`src/rtl/bus_copy_master.sv`:
```
// Bus initiator that copies a block of DATA_W-bit words from a source to a destination range,
// one read-then-write transfer per word, re-issuing a word whenever the grant is lost.
module bus_copy_master #(
  parameter int unsigned ADDR_W = 16,
  parameter int unsigned DATA_W = 64,
  parameter int unsigned LEN_W  = 9
) (
  input  logic              clk,
  input  logic              reset,
  input  logic              start,
  input  logic [ADDR_W-1:0] src_addr,
  input  logic [ADDR_W-1:0] dst_addr,
  input  logic [LEN_W-1:0]  len,
  output logic              busy,
  output logic              done,
  output logic              m_req,
  input  logic              m_grant,
  output logic              m_wr,
  output logic [ADDR_W-1:0] m_addr,
  output logic [DATA_W-1:0] m_dout,
  input  logic [DATA_W-1:0] m_din
);

  localparam logic [ADDR_W-1:0] Stride    = ADDR_W'(DATA_W / 8);
  localparam logic [ADDR_W-1:0] AlignMask = ~(Stride - ADDR_W'(1));

  typedef enum logic [2:0] {StIdle, StReq, StRd, StRwait, StWr, StDone} state_e;

  state_e              state_q, state_d;
  logic [ADDR_W-1:0]   src_q, src_d;
  logic [ADDR_W-1:0]   dst_q, dst_d;
  logic [LEN_W-1:0]    cnt_q, cnt_d;
  logic [DATA_W-1:0]   buf_q, buf_d;

  always_ff @(posedge clk or posedge reset) begin
    if (reset) begin
      state_q <= StIdle;
      src_q   <= '0;
      dst_q   <= '0;
      cnt_q   <= '0;
      buf_q   <= '0;
    end else begin
      state_q <= state_d;
      src_q   <= src_d;
      dst_q   <= dst_d;
      cnt_q   <= cnt_d;
      buf_q   <= buf_d;
    end
  end

  // Outputs decode only the registered state, so reset clears them asynchronously.
  always_comb begin
    state_d = state_q;
    src_d   = src_q;
    dst_d   = dst_q;
    cnt_d   = cnt_q;
    buf_d   = buf_q;
    busy    = 1'b0;
    done    = 1'b0;
    m_req   = 1'b0;
    m_wr    = 1'b0;
    m_addr  = '0;
    m_dout  = '0;
    unique case (state_q)
      StIdle: begin
        if (start) begin
          src_d   = src_addr & AlignMask;
          dst_d   = dst_addr & AlignMask;
          cnt_d   = len;
          state_d = (len == '0) ? StDone : StReq;
        end
      end
      StReq: begin
        busy  = 1'b1;
        m_req = 1'b1;
        if (m_grant) state_d = StRd;
      end
      StRd: begin
        busy    = 1'b1;
        m_req   = 1'b1;
        m_addr  = src_q;
        state_d = m_grant ? StRwait : StReq;
      end
      StRwait: begin
        busy  = 1'b1;
        m_req = 1'b1;
        if (m_grant) begin
          buf_d   = m_din;
          state_d = StWr;
        end else begin
          state_d = StReq;
        end
      end
      StWr: begin
        busy   = 1'b1;
        m_req  = 1'b1;
        m_wr   = 1'b1;
        m_addr = dst_q;
        m_dout = buf_q;
        // A word is committed only if the grant survives its write cycle.
        if (m_grant) begin
          src_d   = src_q + Stride;
          dst_d   = dst_q + Stride;
          cnt_d   = cnt_q - LEN_W'(1);
          state_d = (cnt_q == LEN_W'(1)) ? StDone : StRd;
        end else begin
          state_d = StReq;
        end
      end
      StDone: begin
        done    = 1'b1;
        state_d = StIdle;
      end
      default: state_d = StIdle;
    endcase
  end

endmodule

```
`config.mk`:
```
export PLATFORM = sky130hd
export DESIGN_NAME = bus_copy_master
export DESIGN_NICKNAME = d
export VERILOG_FILES = /design/src/rtl/bus_copy_master.sv
export SDC_FILE = /design/constraint.sdc
export NUM_CORES = 1
export LEC_CHECK = 0
export CORE_MARGIN = 2
export CORE_UTILIZATION = 41
export DETAILED_ROUTE_END_ITERATION = 16
export PLACE_DENSITY = 0.77
export SETUP_SLACK_MARGIN = 0.5
export SKIP_LAST_GASP = 1
export SLEW_MARGIN = 30
export SYNTH_ARGS = -nofsm -noshare
export SYNTH_HDL_FRONTEND = slang
export SYNTH_SLANG_ARGS = --single-unit
```
`constraint.sdc`:
```
create_clock -name clk -period 3.3 [get_ports clk]
set_clock_uncertainty 0.1 [all_clocks]
set_input_delay 0.495 -clock clk [delete_from_list [all_inputs] [get_ports clk]]
set_output_delay 0.495 -clock clk [all_outputs]
set_load 0.01 [all_outputs]
```
==> key figures, run 1 <==
Global route
  – First-pass GRT wire length: 24,900 microns
  – Gr usage total: 0.2208
  – Largest net degree at the start of global routing: 66
  – Initial antenna violation count: 0
  – Number of global-route vias before repair: 4,860
  – Gr ovfl total: 0

Synth
  – Largest family of logic cells by synthesized area: simple AND/OR/NAND/NOR gates
  – Post-synth EDFFs: 0
  – Most common cell in the netlist: dfrtp_1
  – Post-synthesis sequential area ratio: 0.4745
  – Yosys top cell area share: 0.4745
  – Synth Register Bits: 102
  – Post-synthesis compound-gate area fraction: 0.1405
  – Mux contribution to synthesized area: 0.1396
  – Top cells by count, synth: dfrtp_1 (102), and2_1 (67), mux2_2 (64)
  – Share of flip-flops with an asynchronous set or reset: 1.000
  – Xor-xnor portion of the synthesized cell area: 0.001628
  – Distinct cell type count after synthesis: 49
  – Synth Warn #: 0
  – Area contributors post-synth: dfrtp_1 (47%), mux2_2 (13%), and2_1 (7.8%)
  – Post-Synth Adder-Cell Area: 0.009304
  – Synth area leader: dfrtp_1
  – Post-synthesis simple-gate area fraction: 0.1796
  – Primary FF master, synth: dfrtp_1
  – Mapped Area: 5379 sq um
  – Cell count after synthesis: 522
  – Mapped Avg Cell Area: 10.30 sq um

Power
  – Peak supply drop: 403.6 uV
  – Power per cell area: 674.8 nW/um^2
  – Total design power: 5.290 mW
  – Pleak: 4.118 nW

Placed design
  – Gpl congestion: 0.9071
  – Pre-CTS setup slack: 550.5 ps
  – IO Port Bufs: 183
  – Dpl cells: 844
  – Detailed Place HPWL: 10,350 microns

Timing
  – Final setup TNS: 0 ps
  – Tmin final: 2762 ps
  – Fin crit share: 0.8370
  – RSZ-0062 raised after global routing: yes
  – Pins Over Slew Limit: 0
  – Worst-Margin Slew: 738.6 ps
  – F_max: 0.3620 GHz
  – Hold Vio Cnt, Final: 0
  – Final count of negative-setup-slack endpoints: 0
  – Slack of the critical path: 537.8 ps
  – Worst slew margin: 0.5066

Final layout
  – Ratio of cells with drive above 1 in the final layout: 0.1566
  – Fin nets: 804
  – Synth-to-Final Area Change: 45.73%
  – Antenna diodes: 0
  – Finished Layout Cells: 868

Worst setup path
  – Critical-path top delay cell: clkdlybuf4s50_1
  – CP Capture Type: output pin
  – R2r worst-path depth: 7
  – Kind of critical path: flip-flop to output pin
  – Startpoint Class: flip-flop
  – Reg2Reg Setup Slack: 1340 ps
  – Worst Path Arrival: 2170 ps
  – CP Data Required Time: 2700 ps
  – FF-to-FF Start: state_q[1]$_DFFE_PP0P_
  – Crit path largest cell delay: 530 ps
  – Crit Path Max Fanout: 16
  – Worst path cell trace: or3b_4 > inv_8 > buf_12 > nand2_1 > nand2_1 > clkdlybuf4s50_1
  – CP dominant cell by count: nand2_1
  – R2R Path End: src_q[13]$_DFFE_PP0P_

Clock network
  – Clk sinks: 102
  – Number of hold buffers added after cts: 0
  – Clock latency on the worst-skew pair: 350 ps
  – H-tree Lvls: 3
  – CTS root buffer: clkbuf_16
  – CTS Buffer Depth: 2
  – Clock-pin slew on the worst setup and hold paths: 70 ps
  – CTS Buf Count: 9
  – TritonCTS clock tree: done

Worst hold path
  – Hold worst-path end: buf_q[34]$_DFFE_PP0N_
  – Hold_sp: buf_q[34]$_DFFE_PP0N_
  – Hold WC Path Type: flip-flop to flip-flop
  – WHS Path Cells: 1

Drt
  – First-pass DRT Iterations: 7
  – Via count: 4,654
  – Detail Route Antenna Nets: 0
  – 1st-iter DRT viols: 356
  – Number of remaining DRC errors: 0
  – WL/cell: 17.49 microns
  – Vias per cell: 5.362
  – Total length of routed wires: 15,180 microns

Floorplanning
  – IO Count: 193
  – Core area: 12,720 sq um
  – Die width: 118.5 microns
  – Die Area: 14,050 sq um
  – Core Rows: 41
  – Initial cell density of the core: 0.4228
  – Die height: 118.5 microns

Status
  – Run status: completed

Run
  – Max-Cap Viols: 0
## power breakdown
group | internal, mW | total, mW | switching (mW)
clock network | 0.589 | 1.08 | 0.489
registers | 1.87 | 2.34 | 0.463
logic | 1.03 | 1.88 | 0.842
total | 3.50 | 5.29 | 1.79
## final cells by class
type	count	area (sq um)
clock buffer	9	225.2
clock inverter	7	75.07
fill	1063	4883
inverter	7	37.54
multi-input combinational	369	2551
sequential	102	2555
tap	172	215.2
timing repair buffer	202	2180
## sequential cells by signal (all words and copies together) (netlist names)
signal,cells
buf_q,64
cnt_q,9
dst_q,13
src_q,13
state_q,3
## critical path, delay by kind of cell, from the launching register on
family,cells,cell delay (ps)
AND/OR/NAND/NOR,3,600
flip-flops,1,430
buffers and inverters,3,780
## what timing repair did
| item | in CTS | in global routing |
|---|---|---|
| resized for setup | 28 | 48 |
| endpoints found under the setup margin | 72 | 53 |
| gates cloned | 2 | 1 |
| setup buffers | 4 | 1 |
## stage by stage
step             util  hold slack, ps  cell area (sq um)
5_1_grt        0.6161           419.9               7839
3_5_place_dp   0.5747           385.2               7312
4_1_cts        0.6042           401.5               7686
2_1_floorplan       -           370.6               5390
3_3_place_gp   0.5747           379.1               7312
6_report       0.6161           397.0               7839
## placed cells by master, fill, tap and decap left out, types with 4 or more instances in the layout
cell type,n
nand4_1,12
buf_12,4
nand3_1,14
buf_4,12
dlymetal6s2s_1,47
and2_1,67
nor4_1,6
and3_1,4
mux2_2,64
nand2_1,44
a22oi_1,7
o21ai_0,23
clkinvlp_4,4
a21oi_1,33
clkbuf_16,10
a2bb2oi_1,12
a22o_1,7
nor2_1,19
clkdlybuf4s50_1,112
dfrtp_1,100
inv_1,5
ha_1,4
o22ai_1,13
dlygate4sd2_1,24
## cells by family after synthesis
| family | after synthesis |
|---|---|
| and+or+nand+nor | 179 |
| xor gates and xnor gates | 1 |
| muxes | 67 |
| adders and majority gates | 4 |
| buffers and inverters | 53 |
| DFF | 102 |
| AOI/OAI and AO/OA | 115 |
| other | 1 |
## routing by layer
layer / vias to the layer above / global-route usage / routed length (microns)
li1: 2187 / - / -
met1: 2224 / 0.2674 / 5999
met2: 223 / 0.3585 / 7400
met3: 20 / 0.08639 / 1539
met4: 0 / 0.07515 / 237
met5: - / 0 / 0
## worst max path at each step
stage,end,slack (ps),depth (start not counted),from
4_1_cts,m_addr[5],480,6,state_q[1]$_DFFE_PP0P_
3_5_place_dp,m_addr[5],550,6,state_q[1]$_DFFE_PP0P_
3_3_place_gp,m_addr[5],580,6,state_q[1]$_DFFE_PP0P_
2_1_floorplan,m_dout[24],1130,7,state_q[1]$_DFFE_PP0P_
6_report,m_addr[14],540,6,state_q[1]$_DFFE_PP0P_
5_1_grt,m_addr[14],430,6,state_q[1]$_DFFE_PP0P_
Note: power is estimated with default switching activity, not from simulation.
==> inputs of run 2 (changes only) <==
==> constraint.sdc (replaced) <==
create_clock -name clk -period 2.35 [get_ports clk]
set_clock_uncertainty 0.1 [all_clocks]
set_input_delay 0.3525 -clock clk [delete_from_list [all_inputs] [get_ports clk]]
set_output_delay 0.3525 -clock clk [all_outputs]
set_load 0.01 [all_outputs]
==> run 2 against run 1 <==
Net effect: critical endpoint is now m_addr[9]; non-clock buffer count rose by 52; cell count grew 6.0%; critical path depth up 1.
==> key figures, run 2 (same netlist as run 1, synthesis figures left out) <==
Status
  – Run status: completed (unchanged)

Worst setup path
  – Startpoint Class: flip-flop (unchanged)
  – Critical-path top delay cell: or3b_4 (was clkdlybuf4s50_1)
  – Kind of critical path: flip-flop to output pin (unchanged)
  – Crit path largest cell delay: 440 ps (was 530 ps)
  – Worst path cell trace: or3b_4 > clkinv_8 > buf_12 > buf_12 > buf_8 > a22o_1 > buf_2 (was or3b_4 > inv_8 > buf_12 > nand2_1 > nand2_1 > clkdlybuf4s50_1)
  – R2r worst-path depth: 12 (was 7)
  – Crit Path Max Fanout: 8 (was 16)
  – CP Data Required Time: 1900 ps (was 2700 ps)
  – CP dominant cell by count: buf_12 (was nand2_1)
  – Worst Path Arrival: 1880 ps (was 2170 ps)
  – CP delay by family, top: buffers and inverters (unchanged)
  – CP Depth: 7 (was 6)
  – CP Capture Type: output pin (unchanged)
  – Crit path buf inv count: 5 (was 3)

Final layout
  – Ratio of cells with drive above 1 in the final layout: 0.4332 (was 0.1566)
  – Antenna diodes: 0 (unchanged)
  – Top reg by flops: buf_q (unchanged)
  – Max reg flops: 64 (unchanged)
  – Most frequent cells in the layout: dfrtp_1 (102), clkdlybuf4s50_1 (102), mux2_2 (64) (was clkdlybuf4s50_1 (112), dfrtp_1 (100), and2_1 (67))
  – Finished Layout Cells: 920 (was 868)
  – Synth-to-Final Area Change: 61.76% (was 45.73%)
  – # fillers: 964 (was 1,063)
  – Leading registers by flop count: buf_q: 64 flops, dst_q: 13 flops, src_q: 13 flops (unchanged)
  – Fin nets: 856 (was 804)

Timing
  – Hold Vio Cnt, Final: 0 (unchanged)
  – Fin crit share: 0.9920
  – Worst slew margin: 0.5928 (was 0.5066)
  – WHS: 312.0 ps (was 397.0 ps)
  – F_max: 0.4290 GHz
  – RSZ-0062 raised after global routing: yes (unchanged)
  – Tmin final: 2331 ps
  – Pins Over Slew Limit: 0 (unchanged)
  – Final count of negative-setup-slack endpoints: 0 (unchanged)
  – Final setup TNS: 0 ps (unchanged)
  – Worst-Margin Slew: 609.5 ps (was 738.6 ps)

Run
  – Max-Cap Viols: 0 (unchanged)

Global route
  – Initial antenna violation count: 0 (unchanged)
  – Gr ovfl total: 0 (unchanged)
  – First-pass GRT wire length: 26,870 microns (was 24,900 microns)
  – Largest net degree at the start of global routing: 65 (was 66)
  – Number of global-route vias before repair: 5,188 (was 4,860)
  – Gr usage total: 0.2399 (was 0.2208)

Drt
  – Vias per cell: 5.474 (was 5.362)
  – First-pass DRT Iterations: 7 (unchanged)
  – Met2 Wirelength: 8663 microns (was 7400 microns)
  – 1st-iter DRT viols: 433 (was 356)
  – Met3 WL: 1878 microns (was 1539 microns)
  – WL/cell: 18.66 microns (was 17.49 microns)
  – Met1 WL: 6311 microns (was 5999 microns)
  – Top layer reached by signal wires: met4 (unchanged)
  – Detail Route Antenna Nets: 0 (unchanged)
  – Number of remaining DRC errors: 0 (unchanged)
  – Via count: 5,036 (was 4,654)
  – Total length of routed wires: 17,170 microns (was 15,180 microns)

Clock network
  – Clk sinks: 102 (unchanged)
  – Clock latency on the worst-skew pair: 360 ps (was 350 ps)
  – CTS Buffer Depth: 2 (unchanged)
  – CTS root buffer: clkbuf_16 (unchanged)
  – TritonCTS clock tree: done (unchanged)
  – H-tree Lvls: 3 (unchanged)
  – Clock-pin slew on the worst setup and hold paths: 70 ps (about the same)
  – CTS Buf Count: 9 (unchanged)

Power
  – Peak supply drop: 707.1 uV (was 403.6 uV)
  – Pleak: 3.821 nW (was 4.118 nW)
  – Power per cell area: 900.2 nW/um^2 (was 674.8 nW/um^2)

Floorplanning
  – Die Area: 14,050 sq um (unchanged)
  – Initial cell density of the core: 0.4228 (unchanged)
  – Core Rows: 41 (unchanged)
  – Die width: 118.5 microns (unchanged)
  – IO Count: 193 (unchanged)
  – Die height: 118.5 microns (unchanged)
  – Core area: 12,720 sq um (unchanged)

Placed design
  – Detailed Place HPWL: 10,680 microns (was 10,350 microns)
  – IO Port Bufs: 183 (unchanged)
  – Gpl congestion: 0.8927 (was 0.9071)
  – Dpl cells: 854 (was 844)

Worst hold path
  – Hold WC Path Type: primary input to async pin (was flip-flop to flip-flop)
==> run 2: cell count changes in the layout (fill, tap and decap cells not counted), moves of 7 or more <==
| cell | delta |
|---|---|
| buf_6 | +63 |
| and2_1 | -55 |
| and2_4 | +55 |
| dlymetal6s2s_1 | -47 |
| dlygate4sd2_1 | -24 |
| buf_4 | +23 |
| buf_2 | +21 |
| buf_12 | +12 |
| nand2_1 | -11 |
| clkdlybuf4s50_1 | -10 |
| buf_16 | +7 |
| nand2_2 | +7 |
| o21ai_0 | -7 |
| o21ai_1 | +7 |
==> run 2: where the power goes <==
group | total [mW] | switching [mW] | internal [mW]
Clock | 1.43 | 0.709 | 0.725
Sequential | 3.37 | 0.739 | 2.63
Combinational | 3.03 | 1.34 | 1.69
Total | 7.83 | 2.79 | 5.04
==> run 2: final cells by class <==
cell class	instances	area [sq um]	share of cell area
Sequential cell	102	2552	0.2934
Clock buffer	10	229.0	0.02632
Multi-Input combinational cell	369	2854	0.3280
Inverter	7	42.54	0.004889
Tap cell	172	215.2	0.02473
Clock inverter	6	43.79	0.005033
Timing Repair Buffer	254	2764	0.3177
==> run 2: path summary, 6_finish.rpt <==
path	from	slack [ps]	end
max	state_q[0]$_DFFE_PP0P_	20	m_addr[9]
max reg2reg	state_q[2]$_DFFE_PP0P_	170	dst_q[8]$_DFFE_PP0P_
min	reset	310	buf_q[30]$_DFFE_PP0N_
min reg2reg	buf_q[8]$_DFFE_PP0N_	400	buf_q[8]$_DFFE_PP0N_
min in group clk	buf_q[8]$_DFFE_PP0N_	400	buf_q[8]$_DFFE_PP0N_
max in group asynchronous	reset	1240	buf_q[16]$_DFFE_PP0N_
==> run 2: metrics by stage <==
stage	setup slack (ps)	utilization	instance area, sq um	total power, mW
after floorplan	352.7	-	5522	5.019
after global placement	58.19	0.5937	7553	5.844
after detailed placement	34.08	0.5937	7553	6.024
after CTS	18.76	0.6409	8154	7.521
after global routing	-40.87	0.6839	8701	8.306
final	18.91	0.6839	8701	7.832
==> run 2: worst register-to-register path, cell delays in order, from the launching register on <==
cell,delay (ps)
dfrtp_1,380
or3b_4,280
clkinv_8,70
buf_6,120
buf_12,120
buf_4,130
buf_6,100
buf_8,120
buf_6,110
buf_6,130
clkbuf_16,160
o22ai_1,180
a2bb2oi_1,90
==> run 2: routing by layer <==
layer  GRT usage  vias to the layer above
met4     0.05506                        0
met1      0.2725                     2449
li1            -                     2301
met5           0                        -
met2      0.4088                      256
met3      0.1134                       30
==> run 2: repair_timing <==
item / CTS / global route
pin swaps: 14 / 42
hold endpoints to repair: 0 / 0
buffers inserted: 20 / 20
hold buffers: 0 / 0
gates cloned: 7 / 3
resized for setup: 341 / 145
setup endpoints to repair: 85 / 110
==> inputs of run 3 (changes only) <==
--- a/config.mk
+++ b/config.mk
@@ -8,7 +8,7 @@
 export CORE_MARGIN = 2
 export CORE_UTILIZATION = 41
 export DETAILED_ROUTE_END_ITERATION = 16
-export PLACE_DENSITY = 0.77
+export PLACE_DENSITY = 0.86
 export SETUP_SLACK_MARGIN = 0.5
 export SKIP_LAST_GASP = 1
 export SLEW_MARGIN = 30
==> constraint.sdc (replaced) <==
create_clock -name clk -period 2.35 [get_ports clk]
set_clock_uncertainty 0.1 [all_clocks]
set_input_delay 0.3525 -clock clk [delete_from_list [all_inputs] [get_ports clk]]
set_output_delay 0.3525 -clock clk [all_outputs]
set_load 0.05 [all_outputs]
==> run 3 against run 2 <==
Net effect: fmax up 4.1%; core utilization down 1.7 points; clock power up 6%; largest power group is now combinational logic; wire length down 5.2%; power up 7.8%; cell count down 4.7%; first-iteration DRC count down 16%.
==> key figures, run 3 (same netlist as run 1, synthesis figures left out) <==
Clock network
  – Clock latency on the worst-skew pair: 340 ps (was 360 ps)
  – Number of hold buffers added after cts: 0 (unchanged)
  – Clock-pin slew on the worst setup and hold paths: 70 ps (about the same)
  – Clk sinks: 102 (unchanged)
  – TritonCTS clock tree: done (unchanged)
  – H-tree Lvls: 3 (unchanged)
  – CTS Buf Count: 9 (unchanged)
  – CTS Buffer Depth: 2 (unchanged)
  – CTS root buffer: clkbuf_16 (unchanged)

Power
  – Peak supply drop: 475.4 uV (was 707.1 uV)
  – Pleak: 3.616 nW (was 3.821 nW)
  – Power per cell area: 995.5 nW/um^2 (was 900.2 nW/um^2)

Drt
  – Via count: 4,844 (was 5,036)
  – 1st-iter DRT viols: 364 (was 433)
  – Detail Route Antenna Nets: 0 (unchanged)
  – Total length of routed wires: 16,270 microns (was 17,170 microns)
  – Vias per cell: 5.523 (was 5.474)
  – First-pass DRT Iterations: 4 (was 7)
  – WL/cell: 18.55 microns (was 18.66 microns)
  – Number of remaining DRC errors: 0 (unchanged)

Final layout
  – Top reg by flops: buf_q (unchanged)
  – Max reg flops: 64 (unchanged)
  – Leading registers by flop count: buf_q: 64 flops, dst_q: 13 flops, src_q: 13 flops (unchanged)
  – Synth-to-Final Area Change: 57.71% (was 61.76%)
  – Ratio of cells with drive above 1 in the final layout: 0.4099 (was 0.4332)
  – Core Util, Final: 0.6668 (was 0.6839)
  – Fin nets: 813 (was 856)
  – # fillers: 890 (was 964)
  – Antenna diodes: 0 (unchanged)
  – Design Area, Final: 8483 sq um (was 8701 sq um)
  – Most frequent cells in the layout: dfrtp_1 (102), clkdlybuf4s50_1 (102), mux2_2 (64) (unchanged)

Worst setup path
  – Crit Path Max Fanout: 24 (was 8)
  – Startpoint Class: flip-flop (unchanged)
  – Kind of critical path: flip-flop to output pin (unchanged)
  – CP Data Required Time: 1900 ps (about the same)
  – Worst Path Arrival: 1790 ps (was 1880 ps)
  – Critical-path top delay cell: or3b_4 (unchanged)
  – Worst path cell trace: or3b_4 > clkinv_8 > buf_16 > and2_4 > buf_6 (was or3b_4 > clkinv_8 > buf_12 > buf_12 > buf_8 > a22o_1 > buf_2)
  – CP Capture Type: output pin (unchanged)
  – Crit path largest cell delay: 440 ps (about the same)

Timing
  – Final count of negative-setup-slack endpoints: 0 (unchanged)
  – Tmin final: 2239 ps (was 2331 ps)
  – Worst slew margin: 0.5984 (was 0.5928)
  – F_max: 0.4466 GHz (was 0.4290 GHz)
  – Slack of the critical path: 111.0 ps (was 18.91 ps)
  – Fin crit share: 0.9528 (was 0.9920)
  – Pins Over Slew Limit: 0 (unchanged)
  – RSZ-0062 raised after global routing: yes (unchanged)
  – Final setup TNS: 0 ps (unchanged)
  – Hold Vio Cnt, Final: 0 (unchanged)
  – Worst-Margin Slew: 602.4 ps (was 609.5 ps)

Floorplanning
  – Die width: 118.5 microns (unchanged)
  – Core Rows: 41 (unchanged)
  – Core area: 12,720 sq um (unchanged)
  – Initial cell density of the core: 0.4228 (unchanged)
  – IO Count: 193 (unchanged)
  – Die Area: 14,050 sq um (unchanged)
  – Die height: 118.5 microns (unchanged)

Worst hold path
  – Hold WC Path Type: primary input to async pin (unchanged)

Placed design
  – IO Port Bufs: 183 (unchanged)
  – Pre-CTS setup slack: 287.0 ps (was 34.08 ps)
  – Detailed Place HPWL: 10,280 microns (was 10,680 microns)
  – Gpl congestion: 0.8809 (was 0.8927)
  – Placement Cell Area: 7431 sq um (was 7553 sq um)

Run
  – Max-Cap Viols: 0 (unchanged)

Status
  – Run status: completed (unchanged)

Global route
  – Gr usage total: 0.2315 (was 0.2399)
  – First-pass GRT wire length: 26,080 microns (was 26,870 microns)
  – Gr ovfl total: 0 (unchanged)
  – Largest net degree at the start of global routing: 66 (was 65)
  – Initial antenna violation count: 0 (unchanged)
  – Number of global-route vias before repair: 4,940 (was 5,188)
-- run 3: cell types whose count changed in the layout (fill, tap and decap cells not counted), sizes merged --
cell | previous run | this run
inv | 7 | 5
clkdlybuf4s15 | 2 | 0
clkbuf | 13 | 15
bufinv | 0 | 1
clkinv | 4 | 2
buf | 147 | 107
-- run 3: per-stage QoR --
step / instances / power, mW / hold slack (ps)
after floorplan: 524 / 5.572 / 370.5
after global placement: 846 / 6.274 / 380.9
after detailed placement: 846 / 6.490 / 386.4
after CTS: 871 / 8.294 / 360.7
after global routing: 877 / 8.895 / 382.6
final: 877 / 8.445 / 354.9
-- run 3: worst paths after layout --
| check | from | end | slack (ps) | cells past startpoint |
|---|---|---|---|---|
| worst max-delay path | state_q[1]$_DFFE_PP0P_ | m_dout[52] | 110 | 5 |
| worst min register to register | buf_q[13]$_DFFE_PP0N_ | buf_q[13]$_DFFE_PP0N_ | 400 | 1 |
| max in group asynchronous | reset | buf_q[53]$_DFFE_PP0N_ | 1240 | 3 |
| worst max register to register | state_q[1]$_DFFE_PP0P_ | dst_q[11]$_DFFE_PP0P_ | 370 | 9 |
| min in group clk | buf_q[13]$_DFFE_PP0N_ | buf_q[13]$_DFFE_PP0N_ | 400 | 1 |
| worst min-delay path | reset | buf_q[10]$_DFFE_PP0N_ | 350 | 3 |
-- run 3: final cells by class --
class,count,area [sq um],area share
Multi-Input combinational cell,369,2880,0.3395
Sequential cell,102,2552,0.3009
Timing Repair Buffer,211,2490,0.2935
Clock buffer,13,260.3,0.03068
Tap cell,172,215.2,0.02537
Clock inverter,3,42.54,0.005015
Inverter,7,42.54,0.005015
-- run 3: report_power, final --
part / leakage, nW / switching (mW) / internal, mW
combinational: 2.27 / 1.78 / 1.77
clock: 0.146 / 0.633 / 0.883
sequential: 1.20 / 0.756 / 2.63
total: 3.62 / 3.17 / 5.28
-- run 3: critical path: cells and delay by family (launching register included) --
family	cells	cell delay, ps
DFF	1	380
and+or+nand+nor	2	600
buffers and inverters	3	460
-- run 3: metal layers --
layer,global-route usage,vias to the layer above,wire [microns]
li1,-,2226,-
met1,0.2760,2378,6340
met2,0.4156,214,8510
met3,0.04488,26,1116
met4,0.07738,0,303
met5,0,-,0
-- run 3: what timing repair did --
| action | in CTS | in global routing |
|---|---|---|
| pin swaps | 2 | 12 |
| hold endpoints to repair | 0 | 0 |
| endpoints found under the setup margin | 83 | 103 |
| resized for setup | 114 | 23 |
| gates cloned | 5 | 3 |
| buffers inserted | 4 | 3 |
